`src/rtl/pixel_addr_gen.sv`:
```
// Frame-buffer column/row/linear address generator for the VGA read path.
// Horizontal prescaler per memory pixel, vertical line repeat per memory row.
module pixel_addr_gen #(
  parameter int PRESCALE = 20,
  parameter int H_PIXELS = 128,
  parameter int V_PIXELS = 96,
  parameter int V_REPEAT = 5,
  parameter int HW = $clog2(H_PIXELS),
  parameter int VW = $clog2(V_PIXELS),
  parameter int AW = $clog2(H_PIXELS * V_PIXELS)
) (
  input  logic          clk,
  input  logic          reset,
  input  logic          line_active,
  input  logic          line_end,
  input  logic          frame_start,
  output logic [HW-1:0] hpixel,
  output logic [VW-1:0] vpixel,
  output logic [AW-1:0] addr,
  output logic          pixel_tick,
  output logic          frame_done
);

  // Degenerate PRESCALE/V_REPEAT of 1 still get a 1-bit counter that stays 0.
  localparam int SW = (PRESCALE > 1) ? $clog2(PRESCALE) : 1;
  localparam int RW = (V_REPEAT > 1) ? $clog2(V_REPEAT) : 1;

  localparam logic [SW-1:0] SUB_LAST = SW'(PRESCALE - 1);
  localparam logic [RW-1:0] REP_LAST = RW'(V_REPEAT - 1);
  localparam logic [HW-1:0] H_LAST   = HW'(H_PIXELS - 1);
  localparam logic [VW-1:0] V_LAST   = VW'(V_PIXELS - 1);

  logic [SW-1:0] sub_cnt;
  logic [RW-1:0] line_rep;

  always_ff @(posedge clk or negedge reset) begin
    if (!reset) begin
      sub_cnt    <= '0;
      hpixel     <= '0;
      vpixel     <= '0;
      line_rep   <= '0;
      pixel_tick <= 1'b0;
      frame_done <= 1'b0;
    end else begin
      pixel_tick <= 1'b0;
      frame_done <= 1'b0;
      if (frame_start) begin
        sub_cnt  <= '0;
        hpixel   <= '0;
        vpixel   <= '0;
        line_rep <= '0;
      end else if (line_end) begin
        // Any pixel advance due this cycle is dropped; the next line starts at column 0.
        sub_cnt <= '0;
        hpixel  <= '0;
        if (line_rep == REP_LAST) begin
          line_rep <= '0;
          if (vpixel == V_LAST) begin
            vpixel     <= '0;
            frame_done <= 1'b1;
          end else begin
            vpixel <= vpixel + 1'b1;
          end
        end else begin
          line_rep <= line_rep + 1'b1;
        end
      end else if (line_active) begin
        if (sub_cnt == SUB_LAST) begin
          sub_cnt    <= '0;
          pixel_tick <= 1'b1;
          hpixel     <= (hpixel == H_LAST) ? '0 : hpixel + 1'b1;
        end else begin
          sub_cnt <= sub_cnt + 1'b1;
        end
      end else begin
        sub_cnt <= '0;
      end
    end
  end

  assign addr = AW'(vpixel) * AW'(H_PIXELS) + AW'(hpixel);

endmodule

```
`config.mk`:
```
export PLATFORM = sky130hd
export DESIGN_NAME = pixel_addr_gen
export DESIGN_NICKNAME = d
export VERILOG_FILES = /design/src/rtl/pixel_addr_gen.sv
export SDC_FILE = /design/constraint.sdc
export NUM_CORES = 1
export LEC_CHECK = 0
export BUFFER_PORTS_ARGS = -buffer_cell sky130_fd_sc_hd__buf_4
export CORE_UTILIZATION = 36
export CTS_CLUSTER_SIZE = 25
export DETAILED_ROUTE_END_ITERATION = 8
export GPL_TIMING_DRIVEN = 0
export MAX_ROUTING_LAYER = met4
export REMOVE_ABC_BUFFERS = 1
export SYNTH_ARGS = -nofsm -noshare
export SYNTH_HDL_FRONTEND = slang
export SYNTH_SLANG_ARGS = --single-unit
```
`constraint.sdc`:
```
create_clock -name clk -period 1.6 [get_ports clk]
set_clock_uncertainty 0.05 [all_clocks]
set_input_delay 0.08 -clock clk [delete_from_list [all_inputs] [get_ports clk]]
set_output_delay 0.08 -clock clk [all_outputs]
set_load 0.03 [all_outputs]
```
==> metrics <==
DP Area 1550 um2; Lkg Pwr 0.772 nW; row cnt 21; reg2reg end vpixel[6]$_DFFE_PN0P_; HPWL after DPL 1980 um; fin worst setup slack ~0.076 ns; TritonCTS clock tree yes; vias in the first global route 1038; R2R setup slack 0.08 ns; area share of the largest cell type after synthesis 0.441; status finished, final reports clean; final setup vio count 0; Layout area overhead 30.8%; global placement routability congestion 0.759; HP Start frame_start; Synth Cell Area 1360 um2; # diodes 0; max incr delay on CP 0.48 ns; Total Wirelength 2940 um; max frequency 656 MHz; DP Worst Slack -0.0593 ns; min-delay worst type input port to register; Hold EP vpixel[0]$_DFFE_PN0P_; Cell variety after synth 38; Worst Setup Start Kind register; area leader, netlist dfrtp_1; fraction of layout cells with a size suffix above 1 0.394; Core ar. 3470 um2; GRT Total Usage 0.157; Residual DRC 0; Via Count 1168; # IOs 35; r2r startpoint line_rep[0]$_DFFE_PN0P_; Worst Path Arrival between 1.5 and 2 ns; Slew HR 0.754; max-cap viol count 0; CP endpoint kind register; Horiz. Die Dim 63.5 um; die outline height 63.5 um; clock latency on the worst-skew pair around 0.26 ns; GRT overflow 0; WL/cell about 13 um; Vias per Instance 5.29; Worst Tran Pin Value between 0.3 and 0.4 ns; Layout Nets 186; FF+latch count, synth 24; Clk pin slew, worst setup/hold paths ~0.080 ns; initial antenna violation count 0; Final period util 0.952; Cell Pwr Density 624 nW/um2; critical path, cell by cell inv_1, ha_4, nand4_4, or4b_1, a21oi_1; Initial DRT Pass Iterations 4; critical path peak fanout 5; CTS Buf Count 3; Max VDD drop 0.335 mV; Min Clock Period, post-route 1.52 ns; highest-delay cell along the critical path or4b_1; Initial DRC Count 37; first-pass GRT wire length 4840 um; critical path class register to register; Slew Limit Fails 0; Starting Density 0.393; Sink Count 24; WHS Path Cells 2; post-synthesis sequential area ratio 0.441; Worst EP required roughly 1.7 ns; die area 4030 um2; synth top area cells dfrtp_1 (44%), buf_4 (7.7%), a21oi_1 (4.8%); CTS H-tree lvls 1; Fin. Hold Viols 0; R2R cell count 5; Yosys warnings 0; Clock Tree Buf Depth 2; post-route cell area 1780 um2; Mean Syn Cell Area 9.66 um2; CTS root buf clkbuf_8; Cells after Synth 141; Core Util, Final 0.514; largest net degree at the start of global routing 25; ANT nets after route 0; Port Buffers 34; Total Power 1.11 mW
==> worst max-delay path: cells and delay by family, from the launching register on <==
kind	cells	cell delay [ns]
adders and majority gates	1	0.17
AOI/OAI and AO/OA	1	0.13
and+or+nand+nor	2	0.60
buffers and inverters	1	0.10
DFF	1	0.40
==> cell usage in the layout, fill, tap and decap left out, types with 2 or more instances in the layout <==
cell type / count
inv_1: 6
a21oi_1: 12
buf_4: 48
nand2b_1: 2
nor2_1: 6
and3_1: 2
xor2_1: 2
dfrtp_2: 5
o211ai_1: 2
o31ai_1: 3
mux2i_1: 2
or3_1: 3
nand3_1: 3
ha_4: 3
dfrtp_1: 19
or4_1: 2
nand4b_1: 2
nand2_1: 10
clkbuf_8: 4
o21ai_0: 9
nand3b_1: 4
nor3_1: 5
==> cells by family after synthesis <==
family,Yosys count,synth area share
and+or+nand+nor,49,0.223
AOI/OAI and AO/OA,33,0.147
buffers and inverters,25,0.109
DFF,24,0.441
adders and majority gates,5,0.0459
xor gates and xnor gates,3,0.0193
muxes,2,0.0147
==> cell usage after synthesis <==
cell       number
a22oi_1         1
nand3_1         3
a2111oi_0       1
o211ai_1        2
xnor2_1         1
nand4b_1        2
nand3_2         1
nor2_1          6
ha_1            5
a311oi_1        1
nand4b_4        1
o21ai_0         9
nor4_1          1
or2_2           1
nand4_1         1
clkbuf_1        3
a21oi_1        13
xor2_1          2
a21bo_2         1
and3_1          2
dfrtp_1        24
nand2b_1        2
inv_1           6
nand4_2         1
nor3_1          5
nand2_1        10
or4_1           3
buf_4          14
or3_1           3
o2bb2ai_1       1
or4b_1          1
o31ai_1         3
nand3b_1        4
nor2b_1         1
or3b_2          1
a41oi_1         1
buf_2           2
mux2i_1         2
==> per-layer routing <==
| metal | share of wire | global-route usage | vias to the layer above |
|---|---|---|---|
| met3 | 0.045 | 0.0236 | 2 |
| met4 | 0.0071 | 0.0511 | 0 |
| met1 | 0.46 | 0.202 | 571 |
| met5 | 0 | - | - |
| li1 | - | - | 564 |
| met2 | 0.48 | 0.253 | 31 |
==> what timing repair did <==
| item | in CTS | in global routing |
|---|---|---|
| hold buffers | 1 | 0 |
| buffers inserted | 4 | 10 |
| resized for setup | 5 | 10 |
| pin swaps | 1 | 2 |
| hold endpoints to repair | 24 | 0 |
| endpoints found under the setup margin | 4 | 8 |
==> area by class of cell <==
type | instances | area, um2
clock buffer | 4 | 55.1
fill | 342 | 1690
inverter | 6 | 22.5
multi-input combinational | 92 | 669
sequential | 24 | 607
tap | 46 | 57.6
timing repair buffer | 49 | 370
==> registers in the layout (all words and copies together) (netlist names) <==
| signal | cells |
|---|---|
| frame_done | 1 |
| vpixel | 7 |
| hpixel | 7 |
| sub_cnt | 5 |
| pixel_tick | 1 |
| line_rep | 3 |
==> worst max path at each step <==
stage                                 end  slack [ns]  cells past startpoint                     from
floorplan           vpixel[6]$_DFFE_PN0P_       -0.25                      4    vpixel[0]$_DFFE_PN0P_
global placement    hpixel[6]$_DFFE_PN0P_       -0.03                      4     sub_cnt[0]$_DFF_PN0_
detailed placement  hpixel[5]$_DFFE_PN0P_       -0.06                      4     sub_cnt[0]$_DFF_PN0_
CTS                 hpixel[5]$_DFFE_PN0P_        0.01                      4     sub_cnt[0]$_DFF_PN0_
global route        vpixel[6]$_DFFE_PN0P_      -0.005                      5  line_rep[0]$_DFFE_PN0P_
finish              vpixel[6]$_DFFE_PN0P_        0.08                      5  line_rep[0]$_DFFE_PN0P_
==> report_power, final <==
part / switching (mW) / internal [mW]
clock network: 0.183 / 0.219
logic: 0.0510 / 0.0400
registers: 0.00605 / 0.612
total: 0.240 / 0.872
==> through the flow <==
step | TNS (ns) | std cells | hold slack (ns)
after floorplan | -1.26 | 122 | -0.266
after global placement | -0.0627 | 202 | -0.0495
after detailed placement | -0.139 | 202 | -0.0491
after CTS | 0 | 211 | 0.0267
after global routing | -0.00515 | 221 | 0.0387
final | 0 | 221 | 0.0324
Note: power is estimated with default switching activity, not from simulation.
